File: src/rtl/issue_unit_pkg.sv
// Shared types and constants for the issue unit: functional-unit ids and the
// grant vector that carries one issue pulse per unit.
package issue_unit_pkg;

    localparam int NUM_UNITS = 4;

    typedef logic [1:0]           unit_id_t;
    typedef logic [NUM_UNITS-1:0] grant_vec_t;

    localparam unit_id_t UNIT_INT = 2'd0;
    localparam unit_id_t UNIT_MUL = 2'd1;
    localparam unit_id_t UNIT_DIV = 2'd2;
    localparam unit_id_t UNIT_MEM = 2'd3;

endpackage

File: src/rtl/issue_unit_if.sv
// Issue-side bundle: queue-head readiness in, one-hot grant, divider and CDB
// status, and the statistics counters out.
interface issue_unit_if;
    import issue_unit_pkg::*;

    logic       rdy_int;
    logic       rdy_mul;
    logic       rdy_div;
    logic       rdy_mem;
    logic       mem_is_store;
    logic       mem_busy;
    grant_vec_t grant;
    logic       div_busy;
    logic       cdb_owner_valid;
    unit_id_t   cdb_owner;
    logic [31:0] stat_issue_cnt;
    logic [31:0] stat_stall_cnt;

    // Queue side drives readiness and observes the issue decision.
    modport master (
        output rdy_int, rdy_mul, rdy_div, rdy_mem, mem_is_store, mem_busy,
        input  grant, div_busy, cdb_owner_valid, cdb_owner,
               stat_issue_cnt, stat_stall_cnt
    );

    modport slave (
        input  rdy_int, rdy_mul, rdy_div, rdy_mem, mem_is_store, mem_busy,
        output grant, div_busy, cdb_owner_valid, cdb_owner,
               stat_issue_cnt, stat_stall_cnt
    );

endinterface

File: src/rtl/issue_unit_cdb_reservation.sv
// cdb_reservation: CDB slot claims and their owner ids, shifting one slot per
// cycle. Slot j describes the bus j cycles from now; slot 0 is this cycle.
module cdb_reservation
    import issue_unit_pkg::*;
#(
    parameter  int CDB_WIN = 8,
    localparam int LAT_W   = $clog2(CDB_WIN + 1)
) (
    input  logic             clk,
    input  logic             reset,
    input  logic             i_claim_valid,
    input  logic [LAT_W-1:0] i_claim_lat,
    input  unit_id_t         i_claim_id,
    output logic [CDB_WIN:0] o_slots,
    output logic             o_head_valid,
    output unit_id_t         o_head_owner
);

    logic [CDB_WIN:0] r_s;
    logic [CDB_WIN:0] w_s_next;
    unit_id_t         r_o      [CDB_WIN+1];
    unit_id_t         w_o_next [CDB_WIN+1];

    // NOTE: every combinational output gets a default before any conditional
    // write, so no path leaves it unassigned and no latch is inferred.
    always_comb begin
        w_s_next = '0;
        for (int j = 0; j <= CDB_WIN; j++) begin
            w_o_next[j] = UNIT_INT;
        end
        for (int j = 0; j < CDB_WIN; j++) begin
            w_s_next[j] = r_s[j+1];
            w_o_next[j] = r_o[j+1];
            if (i_claim_valid && i_claim_lat == LAT_W'(j + 1)) begin
                w_s_next[j] = 1'b1;
                w_o_next[j] = i_claim_id;
            end
        end
    end

    // NOTE: the owner array is reset along with the claim bits: it is only a
    // few flops, and a flushed pipeline must not leave stale ids behind.
    always_ff @(posedge clk or posedge reset) begin
        if (reset) begin
            r_s <= '0;
            for (int j = 0; j <= CDB_WIN; j++) begin
                r_o[j] <= UNIT_INT;
            end
        end else begin
            // NOTE: non-blocking so every slot samples its neighbour's old value.
            r_s <= w_s_next;
            for (int j = 0; j <= CDB_WIN; j++) begin
                r_o[j] <= w_o_next[j];
            end
        end
    end

    assign o_slots      = r_s;
    assign o_head_valid = r_s[0];
    assign o_head_owner = r_s[0] ? r_o[0] : UNIT_INT;

endmodule

File: src/rtl/issue_unit.sv
// issue_unit: round-robin issue arbiter with CDB slot reservation and a
// non-pipelined divider. Define ISSUE_UNIT_STATS_EN to build the grant/stall counters.
module issue_unit
    import issue_unit_pkg::*;
#(
    parameter int INT_LAT = 1,
    parameter int MEM_LAT = 2,
    parameter int MUL_LAT = 4,
    parameter int DIV_LAT = 7,
    parameter int CDB_WIN = 8
) (
    input  logic         clk,
    input  logic         reset,
    issue_unit_if.slave  io_iss
);

    localparam int LAT_W = $clog2(CDB_WIN + 1);
    localparam int DIV_W = (DIV_LAT > 1) ? $clog2(DIV_LAT) : 1;

    logic [CDB_WIN:0] w_slots;
    logic             w_head_valid;
    unit_id_t         w_head_owner;
    grant_vec_t       w_elig;
    grant_vec_t       w_grant;
    unit_id_t         w_gnt_id;
    logic             w_gnt_valid;
    logic             w_claim_valid;
    logic [LAT_W-1:0] w_claim_lat;
    logic             w_div_busy;
    unit_id_t         r_rr;
    logic [DIV_W-1:0] r_div_cnt;

    function automatic logic slot_taken(input logic [CDB_WIN:0] slots, input int lat);
        return slots[lat];
    endfunction

    function automatic logic [LAT_W-1:0] unit_lat(input unit_id_t id);
        case (id)
            UNIT_INT: return LAT_W'(INT_LAT);
            UNIT_MUL: return LAT_W'(MUL_LAT);
            UNIT_DIV: return LAT_W'(DIV_LAT);
            default:  return LAT_W'(MEM_LAT);
        endcase
    endfunction

    assign w_div_busy = (r_div_cnt != '0);

    // A store never writes the CDB, so it ignores the slot it would have used.
    always_comb begin
        w_elig           = '0;
        w_elig[UNIT_INT] = io_iss.rdy_int && !slot_taken(w_slots, INT_LAT);
        w_elig[UNIT_MUL] = io_iss.rdy_mul && !slot_taken(w_slots, MUL_LAT);
        w_elig[UNIT_DIV] = io_iss.rdy_div && !slot_taken(w_slots, DIV_LAT) && !w_div_busy;
        w_elig[UNIT_MEM] = io_iss.rdy_mem && !io_iss.mem_busy &&
                           (io_iss.mem_is_store || !slot_taken(w_slots, MEM_LAT));
    end

    always_comb begin
        w_grant     = '0;
        w_gnt_id    = UNIT_INT;
        w_gnt_valid = 1'b0;
        for (int i = 0; i < NUM_UNITS; i++) begin
            unit_id_t idx;
            idx = r_rr + unit_id_t'(i);
            if (!w_gnt_valid && w_elig[idx]) begin
                w_gnt_valid = 1'b1;
                w_gnt_id    = idx;
            end
        end
        if (w_gnt_valid) begin
            w_grant[w_gnt_id] = 1'b1;
        end
    end

    assign w_claim_valid = w_gnt_valid && !(w_gnt_id == UNIT_MEM && io_iss.mem_is_store);
    assign w_claim_lat   = unit_lat(w_gnt_id);

    cdb_reservation #(
        .CDB_WIN (CDB_WIN)
    ) u_cdb_reservation (
        .clk           (clk),
        .reset         (reset),
        .i_claim_valid (w_claim_valid),
        .i_claim_lat   (w_claim_lat),
        .i_claim_id    (w_gnt_id),
        .o_slots       (w_slots),
        .o_head_valid  (w_head_valid),
        .o_head_owner  (w_head_owner)
    );

    always_ff @(posedge clk or posedge reset) begin
        if (reset) begin
            r_rr      <= UNIT_INT;
            r_div_cnt <= '0;
        end else begin
            if (w_gnt_valid) begin
                r_rr <= w_gnt_id + unit_id_t'(1);
            end
            if (w_grant[UNIT_DIV]) begin
                r_div_cnt <= DIV_W'(DIV_LAT - 1);
            end else if (w_div_busy) begin
                r_div_cnt <= r_div_cnt - 1'b1;
            end
        end
    end

`ifdef ISSUE_UNIT_STATS_EN
    logic [31:0] r_issue_cnt;
    logic [31:0] r_stall_cnt;
    logic        w_any_rdy;

    assign w_any_rdy = io_iss.rdy_int || io_iss.rdy_mul || io_iss.rdy_div || io_iss.rdy_mem;

    // Both counters stick at all-ones rather than wrapping.
    always_ff @(posedge clk or posedge reset) begin
        if (reset) begin
            r_issue_cnt <= '0;
            r_stall_cnt <= '0;
        end else begin
            if (w_gnt_valid && r_issue_cnt != '1) begin
                r_issue_cnt <= r_issue_cnt + 32'd1;
            end
            if (w_any_rdy && !w_gnt_valid && r_stall_cnt != '1) begin
                r_stall_cnt <= r_stall_cnt + 32'd1;
            end
        end
    end

    assign io_iss.stat_issue_cnt = r_issue_cnt;
    assign io_iss.stat_stall_cnt = r_stall_cnt;
`else
    assign io_iss.stat_issue_cnt = '0;
    assign io_iss.stat_stall_cnt = '0;
`endif

    assign io_iss.grant           = w_grant;
    assign io_iss.div_busy        = w_div_busy;
    assign io_iss.cdb_owner_valid = w_head_valid;
    assign io_iss.cdb_owner       = w_head_owner;

endmodule

File: src/flat_wrapper.sv
// flat-port wrapper written by rule: the top's interface ports become plain ports
module issue_unit_flat import issue_unit_pkg::*;
#(
    parameter int INT_LAT = 1,
    parameter int MEM_LAT = 2,
    parameter int MUL_LAT = 4,
    parameter int DIV_LAT = 7,
    parameter int CDB_WIN = 8
)
  (clk, reset, io_iss_rdy_int, io_iss_rdy_mul, io_iss_rdy_div, io_iss_rdy_mem, io_iss_mem_is_store, io_iss_mem_busy, io_iss_grant, io_iss_div_busy, io_iss_cdb_owner_valid, io_iss_cdb_owner, io_iss_stat_issue_cnt, io_iss_stat_stall_cnt);
  issue_unit_if io_iss_i ();
  input  logic clk;
  input  logic reset;
  input wire logic [$bits(io_iss_i.rdy_int)-1:0] io_iss_rdy_int;
  input wire logic [$bits(io_iss_i.rdy_mul)-1:0] io_iss_rdy_mul;
  input wire logic [$bits(io_iss_i.rdy_div)-1:0] io_iss_rdy_div;
  input wire logic [$bits(io_iss_i.rdy_mem)-1:0] io_iss_rdy_mem;
  input wire logic [$bits(io_iss_i.mem_is_store)-1:0] io_iss_mem_is_store;
  input wire logic [$bits(io_iss_i.mem_busy)-1:0] io_iss_mem_busy;
  output wire logic [$bits(io_iss_i.grant)-1:0] io_iss_grant;
  output wire logic [$bits(io_iss_i.div_busy)-1:0] io_iss_div_busy;
  output wire logic [$bits(io_iss_i.cdb_owner_valid)-1:0] io_iss_cdb_owner_valid;
  output wire logic [$bits(io_iss_i.cdb_owner)-1:0] io_iss_cdb_owner;
  output wire logic [$bits(io_iss_i.stat_issue_cnt)-1:0] io_iss_stat_issue_cnt;
  output wire logic [$bits(io_iss_i.stat_stall_cnt)-1:0] io_iss_stat_stall_cnt;
  assign io_iss_i.rdy_int = io_iss_rdy_int;
  assign io_iss_i.rdy_mul = io_iss_rdy_mul;
  assign io_iss_i.rdy_div = io_iss_rdy_div;
  assign io_iss_i.rdy_mem = io_iss_rdy_mem;
  assign io_iss_i.mem_is_store = io_iss_mem_is_store;
  assign io_iss_i.mem_busy = io_iss_mem_busy;
  assign io_iss_grant = io_iss_i.grant;
  assign io_iss_div_busy = io_iss_i.div_busy;
  assign io_iss_cdb_owner_valid = io_iss_i.cdb_owner_valid;
  assign io_iss_cdb_owner = io_iss_i.cdb_owner;
  assign io_iss_stat_issue_cnt = io_iss_i.stat_issue_cnt;
  assign io_iss_stat_stall_cnt = io_iss_i.stat_stall_cnt;
  issue_unit #(.INT_LAT(INT_LAT), .MEM_LAT(MEM_LAT), .MUL_LAT(MUL_LAT), .DIV_LAT(DIV_LAT), .CDB_WIN(CDB_WIN)) u_core (.clk(clk), .reset(reset), .io_iss(io_iss_i));
endmodule
File: config.mk
export PLATFORM = sky130hd
export DESIGN_NAME = issue_unit_flat
export DESIGN_NICKNAME = d
export VERILOG_FILES = /design/src/rtl/issue_unit_pkg.sv /design/src/rtl/issue_unit_if.sv /design/src/rtl/issue_unit_cdb_reservation.sv /design/src/rtl/issue_unit.sv /design/src/flat_wrapper.sv
export SDC_FILE = /design/constraint.sdc
export NUM_CORES = 1
export LEC_CHECK = 0
export CAP_MARGIN = 20
export CORE_MARGIN = 2
export CORE_UTILIZATION = 47
export CTS_BUF_LIST = sky130_fd_sc_hd__clkbuf_8
export DETAILED_ROUTE_END_ITERATION = 8
export GPL_TIMING_DRIVEN = 0
export PLACE_DENSITY = 0.89
export SLEW_MARGIN = 10
export SYNTH_ARGS = -nofsm -noshare
export SYNTH_HDL_FRONTEND = slang
export SYNTH_SLANG_ARGS = --single-unit
File: constraint.sdc
create_clock -name clk -period 4.4 [get_ports clk]
set_clock_uncertainty 0.2 [all_clocks]
set_input_delay 0.66 -clock clk [delete_from_list [all_inputs] [get_ports clk]]
set_output_delay 0.66 -clock clk [all_outputs]
set_load 0.03 [all_outputs]
==> results.md, run 1 <==
Pwr:
- The post-route total power is 1.13 mW.
- The reported leakage power is ~1.3 nW.
- The largest voltage drop on the vdd net is 0.306 mV.
- Dividing total power by cell area gives a power density of 484 nW/um^2.

GRT:
- The via count of the first global-routing pass is 1078.
- The first-pass GRT wire length is 4970 um.
- After global routing the overflow that remains totals 0.
- The largest net degree at the start of global routing is 27.
- The number of antenna violations at the first check in global routing is 0.
- The total global routing track utilization is 15.1%.

Placement:
- The count of placed standard cells including taps is 310.
- In this run the tool buffered the top-level ports with 15 buffer cells.
- Routability-driven placement finished with a final weighted congestion of 0.902.
- After legalization and detailed placement, the total HPWL measured 2500 um.

STA:
- The worst slack on hold paths is 236 ps.
- Setup violations remaining at the end of the flow were counted as 0.
- The total negative slack is 0 ps.
- Setup repair after global routing left no endpoint under its margin.
- Static timing analysis puts the maximum clock frequency at around 0.24 GHz.
- The total count of max-transition violations in the final report came to 0.
- The number of hold violations in the final report came to 0.
- The post-route minimum period is ~4200 ps.
- The portion of the clock cycle consumed by the worst path in the final layout is around 95%.

Worst setup path:
- The arrival time reported for the critical path endpoint is roughly 3300 ps.
- The worst endpoint required time is 3540 ps.
- The maximum net fanout on the critical path is 7.
- The startpoint kind of the worst setup timing path is an input port.
- The worst setup path is of the input port to output pin kind.
- The kind of end point of the critical path is an output pin.
- The setup check on the worst reg-to-reg path leaves a slack of roughly 1400 ps.

Logic synthesis:
- The mapped netlist covers 1800 sq um.
- In this run, synthesis produced a sequential element count of 26.
- The biggest area consumer among synthesized cells is sky130_fd_sc_hd__dfrtp_1.
- The main flop type after synthesis is sky130_fd_sc_hd__dfrtp_1.
- After technology mapping, the gate count stands at 184.
- For this run, the register share of the synthesized area comes to 36.2%.
- The fraction of synthesis flops using an asynchronous set or reset pin is 100%.
- The count of synthesis-stage warnings from yosys is 0.
- Sorting the synthesized cells by how often they occur yields sky130_fd_sc_hd__buf_4, sky130_fd_sc_hd__dfrtp_1, sky130_fd_sc_hd__inv_1.
- The top cell type by area accounts for 36.2% of the synthesized area.
- The number of enable flip-flop cells after synthesis is 0.
- The average instance in the mapped netlist occupies 9.78 sq um.
- The number of distinct library cells after synthesis is 35.
- After synthesis, the cell types taking the most area are sky130_fd_sc_hd__dfrtp_1, sky130_fd_sc_hd__buf_4, sky130_fd_sc_hd__ha_1.
- The most frequent cell after synthesis is sky130_fd_sc_hd__buf_4.

Clocking:
- For this design, the sink count on the clock tree is 26.
- In this run the number of H-tree levels came out at 1.
- The clock-pin transition on the worst setup and hold timing paths is 90 ps.
- The CTS root buffer is sky130_fd_sc_hd__clkbuf_8.
- The number of buffers added by the clock tree synthesis step is 3.
- For this design, the CTS-stage hold fixing added 0 buffers.
- TritonCTS built the clock tree.
- The clock latency on the worst-skew pair is around 270 ps.
- The longest clock path from root to sink contains 2 buffers.

Floorplan:
- The full die area is 4340 sq um.
- In this run the core area contains 22 standard-cell rows.
- 80 I/O pins were placed.
- For this configuration, the core starts out at a cell density of 49.1%.
- The core region is 3660 sq um.
- The width of the die is between 60 and 70 um.
- The die extent in y is ~66 um.

Outcome:
- The run finished with clean final reports.

Drt:
- The final routed DRC violation total is 0.
- The first detailed-routing pass ran for 4 iterations.
- The post-detailed-route via-to-cell ratio is 4.16.
- The total via count in the routed design is 1315.
- The count of nets left with antenna violations once routing finished came out at 0.
- The routed design has 3290 um of wire.
- After detailed routing, the average wire length per cell comes to about 10 um.
- After the first detailed-routing iteration, the DRC count stood at 58.

Final layout:
- Across the whole layout, storage elements account for 651 sq um.
- The core occupancy in the finished layout is 63.9%.
- Excluding fillers, the count of instances in the completed layout stands at 316.
- The antenna diode instance count is 0.
- The number of nets in the layout is roughly 290.
- The layout cell share with drive strength beyond 1 is between 30 and 40%.
- The count of filler cells inserted in the layout is 320.
- Compared with the post-synthesis result, the final layout area differs by 30.1%.
- The multi-input combinational cell area is 862 sq um.

Flow run:
- Max-cap violations in this run came to 0.

Worst hold path:
- The min-delay analysis places its worst path in the category register to register.
[routing by layer]
| metal | up-vias | global-route usage (%) | part of all wire [%] |
|---|---|---|---|
| met3 | 4 | 4.09 | 7.4 |
| met4 | 0 | 2.60 | 0.76 |
| met2 | 49 | 27.0 | 53 |
| li1 | 654 | - | - |
| met5 | - | 0 | 0 |
| met1 | 608 | 18.3 | 38 |
[path summary, 6_finish.rpt]
kind / from / endpoint / depth (start not counted)
max: io_iss_rdy_int / io_iss_grant[2] / 10
min: u_core.u_cdb_reservation.o_slots[6]$_DFF_PP0_ / u_core.u_cdb_reservation.o_slots[5]$_DFF_PP0_ / 1
max reg2reg: u_core.r_div_cnt[0]$_DFFE_PP0P_ / u_core.u_cdb_reservation.r_o[13]$_DFF_PP0_ / 10
min reg2reg: u_core.u_cdb_reservation.o_slots[6]$_DFF_PP0_ / u_core.u_cdb_reservation.o_slots[5]$_DFF_PP0_ / 1
max in group asynchronous: reset / u_core.u_cdb_reservation.o_slots[4]$_DFF_PP0_ / 3
min in group asynchronous: reset / u_core.u_cdb_reservation.r_o[6]$_DFF_PP0_ / 2
[critical path, stage by stage]
cell and delay, ps:
sky130_fd_sc_hd__clkdlybuf4s50_1 530, sky130_fd_sc_hd__or3b_1 360, sky130_fd_sc_hd__a21o_1 210, sky130_fd_sc_hd__and3_4 180, sky130_fd_sc_hd__buf_6 130, sky130_fd_sc_hd__clkinv_2 100, sky130_fd_sc_hd__ha_1 200, sky130_fd_sc_hd__o21ai_0 190
sky130_fd_sc_hd__inv_1 100, sky130_fd_sc_hd__clkdlybuf4s50_1 680
[state kept, by name, indices dropped and copies added (netlist names)]
register                          flops
u_core.r_div_cnt                      3
u_core.r_rr                           2
u_core.u_cdb_reservation.o_slots      7
u_core.u_cdb_reservation.r_o         14
[stage by stage]
stage / worst slack [ps] / area [sq um]
finish: 201 / 2340
global route: 90.4 / 2340
CTS: 140 / 2300
detailed placement: -18.3 / 2250
global placement: 87.7 / 2250
floorplan: 1460 / 2040
[report_power, final]
| part | switching [mW] | total (mW) | internal (mW) |
|---|---|---|---|
| Clock | 0.0745 | 0.136 | 0.0614 |
| Sequential | 0.0481 | 0.376 | 0.328 |
| Combinational | 0.352 | 0.621 | 0.269 |
[cell families after synthesis]
kind of cell             count (synthesis)  share of synthesized area (%)
multiplexers                             7                           4.38
AND/OR/NAND/NOR                         39                           13.5
buffers and inverters                   76                           29.7
XOR/XNOR                                 1                          0.487
AO/OA/AOI/OAI                           27                           10.7
other                                    1                          0.208
adder cells (fa/ha/maj)                  7                           4.87
flip-flops                              26                           36.2
[cell usage in the layout (no fill, tap or decap), types with 3 or more instances in the layout]
master | Yosys | routed
sky130_fd_sc_hd__buf_4 | 64 | 66
sky130_fd_sc_hd__conb_1 | 1 | 64
sky130_fd_sc_hd__dfrtp_1 | 26 | 26
sky130_fd_sc_hd__clkdlybuf4s50_1 | 0 | 15
sky130_fd_sc_hd__inv_1 | 10 | 10
sky130_fd_sc_hd__nand2_1 | 8 | 8
sky130_fd_sc_hd__and2_1 | 8 | 8
sky130_fd_sc_hd__a21oi_1 | 7 | 7
sky130_fd_sc_hd__mux2_2 | 7 | 7
sky130_fd_sc_hd__ha_1 | 7 | 7
sky130_fd_sc_hd__o21ai_0 | 6 | 6
sky130_fd_sc_hd__nand2b_1 | 4 | 4
sky130_fd_sc_hd__nand3b_1 | 3 | 3
sky130_fd_sc_hd__a22o_1 | 3 | 3
sky130_fd_sc_hd__or2_2 | 3 | 3
sky130_fd_sc_hd__clkbuf_8 | 0 | 3
[area by class of cell]
| type | instances | share of cell area [%] |
|---|---|---|
| Clock buffer | 3 | 1.76 |
| Tap cell | 48 | 2.57 |
| Multi-Input combinational cell | 145 | 36.8 |
| Inverter | 11 | 1.82 |
| Sequential cell | 26 | 27.8 |
| Timing Repair Buffer | 18 | 8.23 |
| Buffer | 65 | 21.0 |
[timing repair]
item,4_1_cts,5_1_grt
gates cloned,0,0
pin swaps,0,1
gates resized for setup,1,0
setup buffers,0,2
endpoints found under the setup margin,1,1
(Power assumes the default switching activity.)
==> inputs of run 2 (changes only) <==
--- a/config.mk
+++ b/config.mk
@@ -5,6 +5,7 @@
 export SDC_FILE = /design/constraint.sdc
 export NUM_CORES = 1
 export LEC_CHECK = 0
+export ABC_CLOCK_PERIOD_IN_PS = 4400
 export CAP_MARGIN = 20
 export CORE_MARGIN = 2
 export CORE_UTILIZATION = 47
==> results of run 2 <==
The final DEF is identical to that of run 1; final timing and power are the same.
==> inputs of run 3 (changes only) <==
--- a/config.mk
+++ b/config.mk
@@ -7,7 +7,6 @@
 export LEC_CHECK = 0
 export ABC_CLOCK_PERIOD_IN_PS = 4400
 export CAP_MARGIN = 20
-export CORE_MARGIN = 2
 export CORE_UTILIZATION = 47
 export CTS_BUF_LIST = sky130_fd_sc_hd__clkbuf_8
 export DETAILED_ROUTE_END_ITERATION = 8
==> run 3 against run 2 <==
Clock power up 10%. First-iteration DRC count down 34%. Clock-buffer cell count up 1. Setup slack better by 39 ps. Power about the same. Critical path depth down 2. Highest routed layer unchanged. Combinational power down 3%. Sequential share of layout area up 0.16 points. Final cell count down 0.32%.
==> results.md, run 3 (synthesized netlist as in run 1, its figures left out) <==
STA:
- The total count of max-transition violations in the final report was 0 (unchanged).
- The maximum clock frequency came to 0.240 GHz (+0.93%).
- The total negative slack is 0 ps (unchanged).
- The portion of the clock cycle consumed by the worst path in the final layout is 94.6% (-0.88 points).
- The worst-margin pin slew is 552 ps.
- The number of hold violations in the final report came to 0 (unchanged).
- The relative slew slack is a little over three fifths.
- The post-route minimum period is 4160 ps (-38.8 ps).
- The final setup violation count is 0 (unchanged).
- Setup repair after global routing left no endpoint under its margin.

Floorplan:
- The site row count came to 22 (unchanged).
- The core footprint was 3660 sq um (unchanged).
- The full die area is 4080 sq um (-6.0%).
- The initial core utilization came to 49.1% (unchanged).
- The width of the die came to 63.9 um (-3.0%).
- The number of I/O pins is 80 (unchanged).
- The die extent in y is 63.9 um (-3.0%).

Pwr:
- The post-route total power was 1.13 mW (about the same).
- The largest voltage drop on the vdd net came to 0.317 mV (+3.7%).
- The reported leakage power came to 1.29 nW (-0.63%).
- The power per standard cell area was 487 nW/um^2 (+0.53%).

Drt:
- The final routed DRC violation total is 0 (unchanged).
- The post-detailed-route via-to-cell ratio is 4.06 (-2.5%).
- The number of optimization iterations in the first detailed-route pass is 4 (unchanged).
- The remaining antenna violation count after routing is 0 (unchanged).
- The total via count in the routed design was 1278 (-2.8%).
- The average wire per cell in the routed design is 9.54 um (-8.3%).
- The final wirelength is 3010 um (-8.6%).
- The count of routing violations after the opening detailed-route iteration is 38 (-34%).

Worst setup path:
- The worst endpoint required time came to 3540 ps (about the same).
- In this run the critical register-to-register path is captured at u_core.u_cdb_reservation.r_o[13]$_DFF_PP0_.
- The depth of the most critical reg-to-reg path is 9 (-1).
- STA classifies the critical path endpoint as an output pin.
- STA classifies the critical path startpoint as an input port.
- The maximum net fanout on the critical path is 11 (+4).
- In this run the critical register-to-register path is launched from u_core.r_div_cnt[0]$_DFFE_PP0P_.
- The critical path class is input port to output pin.
- The setup slack on the worst flop-to-flop path is 1280 ps (-120 ps).
- The arrival time reported for the critical path endpoint is 3300 ps (-40 ps).

Final layout:
- From synthesis to final layout, the design area changed by 29.3%.
- The number of nets in the layout is 283 (-0.70%).
- The number of flip-flops in the largest register is 14 (unchanged).
- The register name with the most flops is u_core.u_cdb_reservation.r_o.
- The layout cell share with drive strength beyond 1 was 32.2% (-0.25 points).
- The antenna diode instance count was 0 (unchanged).
- Leaving out fill and tap cells, the most frequent cells in the layout are sky130_fd_sc_hd__buf_4, sky130_fd_sc_hd__conb_1, sky130_fd_sc_hd__dfrtp_1, sky130_fd_sc_hd__clkdlybuf4s50_1, sky130_fd_sc_hd__inv_1.

Clocking:
- In this run the clock root is driven by a sky130_fd_sc_hd__clkbuf_8.
- The maximum number of buffers from clock root to sink is 2 (unchanged).
- The CTS tree is yes.
- The number of hold buffers added after cts is 0 (unchanged).
- The H-tree depth reported by CTS is 1 (unchanged).
- The clock latency on the worst-skew pair is 270 ps (about the same).
- The post-CTS setup repair buffer count was 0 (unchanged).
- The clock-pin transition on the worst setup and hold timing paths is 80 ps (about the same).
- The number of buffers added by the clock tree synthesis step is 3 (unchanged).
- The count of clock tree sinks is 26 (unchanged).

Placement:
- The count of input and output buffers is 15 (unchanged).
- The final weighted congestion in routability-driven placement was 0.886 (-1.7%).
- The HPWL after detailed placement is 2360 um (-5.5%).

Flow run:
- The reported max-cap violation count is 0 (unchanged).

GRT:
- The met2 global-route usage is 26.3% (-0.69 points).
- The met1 track utilization from global routing is 18.3% (about the same).
- The total global routing track utilization is 15.3% (+0.21 points).
- The number of antenna violations at the first check in global routing is 0 (unchanged).
- The first-pass GRT wire length is 4780 um (-3.9%).
- The via count of the first global-routing pass is 1080 (+0.19%).
- The total overflow reported by the global router is 0 (unchanged).
- The most crowded layer after global routing is met2.
- The routing usage on met3 came to 4.64% (+0.55 points).
- The largest net degree at the start of global routing is 27 (unchanged).

Worst hold path:
- In this run the most critical hold path is launched from u_core.u_cdb_reservation.o_slots[3]$_DFF_PP0_.
- The path with the worst hold slack has its endpoint at u_core.u_cdb_reservation.o_slots[2]$_DFF_PP0_.
- The hold path depth is 1 (unchanged).
- The worst hold path class is register to register.

Outcome:
- The run finished with clean final reports.
-- run 3: worst max-delay path by stage --
stage,startpoint,to,slack (ps)
after floorplan,io_iss_mem_busy,io_iss_grant[2],1460
after global placement,io_iss_mem_is_store,io_iss_grant[2],90
after detailed placement,io_iss_mem_is_store,io_iss_grant[2],60
after CTS,io_iss_mem_is_store,io_iss_grant[2],30
after global routing,io_iss_mem_is_store,io_iss_grant[2],40
final,io_iss_mem_is_store,io_iss_grant[2],240
-- run 3: final cells by class --
type / instances / area, sq um
Multi-Input combinational cell: 145 / 862
Inverter: 11 / 42.5
Clock buffer: 4 / 55.1
Fill cell: 332 / 1330
Tap cell: 48 / 60.1
Timing Repair Buffer: 16 / 165
Buffer: 65 / 492
Sequential cell: 26 / 651
-- run 3: where the power goes --
group | switching, mW | internal [mW]
Combinational | 0.345 | 0.260
Clock | 0.0701 | 0.0800
Sequential | 0.0491 | 0.328
Total | 0.464 | 0.668
-- run 3: routing by layer --
layer / vias to the layer above / share of wire (%)
met4: 0 / 1.1
li1: 643 / -
met2: 43 / 50
met1: 586 / 41
met5: - / 0
met3: 6 / 7.6
-- run 3: per-stage QoR --
step | area, sq um | utilization, % | worst slack, ps | cells | hold WS [ps]
5_1_grt | 2330 | 63.6 | 42.5 | 315 | 261
3_5_place_dp | 2250 | 61.3 | 55.6 | 310 | 227
3_3_place_gp | 2250 | 61.3 | 88.7 | 310 | 216
6_report | 2330 | 63.6 | 240 | 315 | 242
2_1_floorplan | 2040 | - | 1460 | 247 | 213
4_1_cts | 2300 | 62.9 | 34.7 | 314 | 247
-- run 3: critical path, stage by stage --
cell	delay, ps
sky130_fd_sc_hd__clkdlybuf4s50_1	520
sky130_fd_sc_hd__nand2b_1	220
sky130_fd_sc_hd__a32oi_2	160
sky130_fd_sc_hd__a311oi_4	530
sky130_fd_sc_hd__ha_1	290
sky130_fd_sc_hd__o21ai_0	170
sky130_fd_sc_hd__inv_1	80
sky130_fd_sc_hd__clkdlybuf4s50_1	660
-- run 3: repair_timing --
action	4_1_cts	5_1_grt
gates resized for setup	0	1
setup endpoints to repair	0	4
endpoints found under the hold margin	0	0
